File: src/rtl/clk_div_prog.sv
// Programmable integer clock divider with 50% duty cycle for both even and odd divisors.
// Define CLK_DIV_GATE_EN to add the clk_en input that mutes output periods at wrap edges.
module clk_div_prog #(
    parameter int unsigned DIV_W    = 8,
    parameter int unsigned DIV_INIT = 9
) (
    input  logic             clk,
    input  logic             rst,
`ifdef CLK_DIV_GATE_EN
    input  logic             clk_en,
`endif
    input  logic [DIV_W-1:0] div_val,
    input  logic             div_load,
    output logic             clk_out,
    output logic             div_busy,
    output logic             div_err,
    output logic [DIV_W-1:0] cur_div
);

    localparam logic [DIV_W-1:0] INIT_DIV = DIV_W'(DIV_INIT);
    localparam logic [DIV_W-1:0] INIT_CNT = DIV_W'(DIV_INIT - 1);
    localparam logic [DIV_W-1:0] MIN_DIV  = DIV_W'(2);

    logic [DIV_W-1:0] r_cnt;
    logic [DIV_W-1:0] r_pend;
    logic [DIV_W-1:0] r_cur;
    logic             r_p;
    logic             r_n;
    logic             r_busy;
    logic             r_err;

    logic [DIV_W-1:0] w_last;
    logic [DIV_W-1:0] w_cnt_d;
    logic [DIV_W-1:0] w_cur_d;
    logic [DIV_W-1:0] w_pend_d;
    logic [DIV_W-1:0] w_half;
    logic             w_wrap;
    logic             w_run;
    logic             w_gate_d;
    logic             w_load_ok;
    logic             w_load_bad;
    logic             w_busy_d;
    logic             w_p_d;

`ifdef CLK_DIV_GATE_EN
    logic             r_gate;
    logic [DIV_W-1:0] r_idle;
    logic [DIV_W-1:0] w_idle_d;
`endif

    always_comb begin
        w_load_ok  = div_load && (div_val >= MIN_DIV);
        w_load_bad = div_load && (div_val < MIN_DIV);
        w_last     = r_cur - 1'b1;

`ifdef CLK_DIV_GATE_EN
        // While muted, cnt parks at 0 and r_idle times the silent period instead.
        w_run    = clk_en;
        w_wrap   = r_gate ? (r_idle == w_last) : (r_cnt == w_last);
        w_gate_d = w_wrap ? ~clk_en : r_gate;
        w_idle_d = (r_gate && !w_wrap) ? r_idle + 1'b1 : '0;
`else
        w_run    = 1'b1;
        w_wrap   = (r_cnt == w_last);
        w_gate_d = 1'b0;
`endif

        // Pending value registered before this edge is applied; a load at this edge waits.
        w_cur_d = (w_wrap && w_run && r_busy) ? r_pend : r_cur;

        if (w_wrap || w_gate_d) begin
            w_cnt_d = '0;
        end else begin
            w_cnt_d = r_cnt + 1'b1;
        end

        w_pend_d = w_load_ok ? div_val : r_pend;

        if (w_load_ok) begin
            w_busy_d = 1'b1;
        end else if (w_wrap && w_run) begin
            w_busy_d = 1'b0;
        end else begin
            w_busy_d = r_busy;
        end

        // High phase length H = ceil(N/2), computed without overflow at N = 2^DIV_W-1.
        w_half = (w_cur_d >> 1) + DIV_W'(w_cur_d[0]);
        w_p_d  = !w_gate_d && (w_cnt_d < w_half);
    end

    always_ff @(posedge clk or posedge rst) begin
        if (rst) begin
            r_cnt  <= INIT_CNT;
            r_p    <= 1'b0;
            r_pend <= INIT_DIV;
            r_cur  <= INIT_DIV;
            r_busy <= 1'b0;
            r_err  <= 1'b0;
        end else begin
            r_cnt  <= w_cnt_d;
            r_p    <= w_p_d;
            r_pend <= w_pend_d;
            r_cur  <= w_cur_d;
            r_busy <= w_busy_d;
            r_err  <= w_load_bad;
        end
    end

`ifdef CLK_DIV_GATE_EN
    always_ff @(posedge clk or posedge rst) begin
        if (rst) begin
            r_gate <= 1'b0;
            r_idle <= '0;
        end else begin
            r_gate <= w_gate_d;
            r_idle <= w_idle_d;
        end
    end
`endif

    // Half-cycle delayed copy; ANDing with r_p trims half a clock off the odd high phase.
    always_ff @(negedge clk or posedge rst) begin
        if (rst) begin
            r_n <= 1'b0;
        end else begin
            r_n <= r_p;
        end
    end

    assign clk_out  = r_cur[0] ? (r_p & r_n) : r_p;
    assign div_busy = r_busy;
    assign div_err  = r_err;
    assign cur_div  = r_cur;

endmodule
File: config.mk
export PLATFORM = sky130hd
export DESIGN_NAME = clk_div_prog
export DESIGN_NICKNAME = d
export VERILOG_FILES = /design/src/rtl/clk_div_prog.sv
export SDC_FILE = /design/constraint.sdc
export NUM_CORES = 1
export LEC_CHECK = 0
export ABC_AREA = 0
export CAP_MARGIN = 20
export CORE_MARGIN = 8
export CORE_UTILIZATION = 55
export DETAILED_ROUTE_END_ITERATION = 10
export GPL_TIMING_DRIVEN = 0
export PLACE_DENSITY = 0.76
export SYNTH_ARGS = -nofsm -noshare
export SYNTH_HDL_FRONTEND = slang
export SYNTH_SLANG_ARGS = --single-unit
File: constraint.sdc
create_clock -name clk -period 6.85 [get_ports clk]
set_clock_uncertainty 0.2 [all_clocks]
set_input_delay 1.37 -clock clk [delete_from_list [all_inputs] [get_ports clk]]
set_output_delay 1.37 -clock clk [all_outputs]
set_load 0.05 [all_outputs]
# After elaboration in Yosys (flattened, before gate mapping)
# Index checks and enable logic that the tools add are counted.
[op_classes]
n_shift = 0
n_lt_le_gt_ge = 3
bitwise_logic = 1
div = 0
n_addsub = 3
n_mux = 5
n_eq_ne = 1
mul = 0
reduce_logical = 4
[ops]
columns = ["op", "count"]
rows = [
  ["$mux W8", 2],
  ["$add A7 B1 Y8", 1],
  ["$add A8 B1 Y8 const B", 1],
  ["$eq A8 B8 Y1", 1],
  ["$ge A8 B2 Y1 const B", 1],
  ["$lt A8 B2 Y1 const B", 1],
  ["$lt A8 B8 Y1", 1],
  ["$sub A8 B1 Y8 const B", 1],
  ["$logic_and A1 B1 Y1", 3],
  ["$mux W1", 3],
  ["$reduce_bool A2 Y1", 1],
  ["$and A1 B1 Y1", 1],
]
[totals]
rom_bits = 0
wordCells = 24
latch_bits = 0
input_bits = 11
reg_bits = 28
n_memories = 0
output_inout_bits = 11
ramBits = 0

# Depth between registers and ports, before layout
[depth]
ltp_word = 6
ltp_mapped = 20
depth_no_buf = 18

==> out/metrics.cfg <==
[global_routing]
overflow=0
grt_max_degree=29
grt_usage_pct=15.13
grt_pass1_wl_mm=7.410
antenna_found_initial=0
grt_pass1_vias=1621

[power_and_ir_drop]
worst_ir_drop_vdd_mv=0.09515
pwr-share-seq_pct=63.3
power_uw=277.7
p_int_uw=214.3
p_sw_uw=63.39
powerDensity_nw_per_um2=120.7
leakage_uw=0.001037
p_sw_share_pct=22.83
p_clk_share_pct=29.4
power_frac_comb_pct=7.3

[routing]
wl_mm=4.286
drt_iter0_markers=79
vias_per_cell=5.614
vias=1482
wl_per_cell_um=16.23
drc=0
ant_nets=0
dr.pass1.iters=4

[clock_tree]
cts_tree=done
cts_hold_buf=0
ctsHtreeMaxLevel=1
clk_latency_ns=0.33
cts-buffers-inserted=3
cts_root_buf=clkbuf_4
cts_sinks=28
cts_resized=0
clk_pin_slew_ns=0.15
clk_path_buf_depth=2
postCtsSetupBuffers=0

[floorplanning]
core-area_um2=3390
start_util_pct=58.36
num_io_pins=22
fp.dieArea_um2=5771
fp.dieW_um=75.97
die_h_um=75.97
num_rows=21

[sta]
worstMarginPinSlew_ns=0.5439
hold_viol=0
holdWs_ns=0.3094
setup_violations=0
rsz0062_at_grt=false
tns_ns=0
max-slew-margin-rel_pct=63.52
maxSlewViolCount=0

[worst_setup_path]
crit_path_end_kind=primary output
cp_max_fo=1
reg2reg_slack_ns=2.29
startpoint_type=flop
cp.arrival_ns=5.05
critical_path_required_ns=5.28
worstSetupPathType=flop to primary output

[logic_synthesis]
synth_edf_count=0
avgSynthCellArea_um2=10.25
yosys_warnings=0
syn_inst=193
synthesis.area_um2=1978
synth-async-reset-ratio_pct=100.0
synth_top_flop_cell=dfrtp_1
syn-num-nets=215
ys_seq_elements=28
ys_seq_area_share_pct=35.74
ys_types=51

[placed_design]
io_buffers=20
place_congestion=0.8387
dpl.hpwl_mm=3.334
place_area_um2=2236

[layout]
drive_above_1_share_pct=17.89
nNetsFinal=241
final_area_um2=2300
area_growth_pct=16.26
fin_util_pct=67.85
diodes=0
fillers=266

[flow_run]
cap_violations=0

[min_path]
hold_path.class=flop to flop

[run_status]
status=finished, final reports clean

-- logic make-up after synthesis --
logic type                 after synthesis  synth area share [%]
adders and majority gates               11                 6.958
buffers and inverters                   15                 5.186
AOI/OAI and AO/OA                       21                 9.489
muxes                                   15                 9.234
xor gates and xnor gates                25                 11.45
and+or+nand+nor                         78                 21.95
DFF                                     28                 35.74
-- sequential cells by signal, summed over array words and instances (netlist names) --
register,flops
cur_div,8
div_err,1
r_pend,8
r_n,1
div_busy,1
r_p,1
r_cnt,8
-- critical path, cell delays in order, from the launching register on --
cell and delay, ns:
dfrtn_1 0.41, o21a_1 0.10, clkdlybuf4s50_1 0.80
-- power by group through the flow --
stage               clock network [uW]  logic [uW]  registers (uW)
floorplan                            0        10.4             177
global placement                     0        17.7             178
detailed placement                   0        18.5             179
CTS                               83.2        18.6             176
global route                      88.8        22.7             176
finish                            81.8        20.2             176
-- cell usage in the layout, fill, tap and decap left out, types with 3 or more instances in the layout --
master           count
and3_1               6
buf_6                5
clkbuf_4             3
clkdlybuf4s50_1     20
dfrtp_1             22
dfstp_2              5
ha_1                11
inv_1                5
mux2_2               5
mux2_4               5
mux2i_1              4
nand2_1             27
nand3_1              9
nor2_1              11
nor2b_1              3
o21ai_0              6
or3_1                4
xnor2_1             12
xor2_1              12
-- cell type report --
class / instances / area (um^2) / area share, %
repair buffers: 21 / 227.7 / 9.902
plain buffers: 10 / 83.83 / 3.645
multi-input cells: 150 / 1169 / 50.82
inverters: 5 / 18.77 / 0.8161
clock buffers: 4 / 36.28 / 1.578
well taps: 46 / 57.56 / 2.503
flip-flops and latches: 28 / 706.9 / 30.74
-- worst paths after layout --
path / depth (start not counted) / endpoint / start
min in group asynchronous: 2 / r_cnt[2] / rst
max in group asynchronous: 2 / r_n / rst
worst max register to register: 16 / r_p / cur_div[0]
worst min-delay path: 2 / r_pend[1] / r_pend[1]
worst min register to register: 2 / r_pend[1] / r_pend[1]
worst max-delay path: 2 / clk_out / r_n
-- synthesized netlist by cell type, types with 2 or more instances --
| library cell | number | area (um^2) |
|---|---|---|
| nand2_1 | 27 | 101.4 |
| dfrtp_1 | 22 | 550.5 |
| xnor2_1 | 12 | 105.1 |
| xor2_1 | 12 | 105.1 |
| ha_1 | 11 | 137.6 |
| nor2_1 | 11 | 41.29 |
| nand3_1 | 9 | 45.04 |
| and3_1 | 6 | 37.54 |
| o21ai_0 | 6 | 30.03 |
| buf_6 | 5 | 56.30 |
| dfstp_2 | 5 | 131.4 |
| inv_1 | 5 | 18.77 |
| mux2_2 | 5 | 56.30 |
| mux2_4 | 5 | 75.07 |
| mux2i_1 | 4 | 40.04 |
| or3_1 | 4 | 25.02 |
| nor2b_1 | 3 | 18.77 |
| a21o_1 | 2 | 15.01 |
| a21oi_1 | 2 | 10.01 |
| buf_4 | 2 | 15.01 |
| clkbuf_1 | 2 | 7.510 |
| nand4_1 | 2 | 12.51 |
| nor3_1 | 2 | 10.01 |
| or4_1 | 2 | 15.01 |
-- per-layer routing --
metal  track usage [%]  vias to the layer above  wire, um  share of wire, %
li1                  -                      724         -                 -
met1             16.94                      715      1742                41
met2             26.91                       36      2227                52
met3             3.184                        7       247               5.8
met4             6.275                        0        69               1.6
met5                 0                        -         0                 0
-- per-stage QoR --
step / std cells / setup WS, ns
floorplan: 193 / 1.089
global placement: 259 / 0.5957
detailed placement: 259 / 0.5794
CTS: 263 / 0.2176
global route: 264 / 0.1732
finish: 264 / 0.2272
Power figures use the tool's default switching activity.
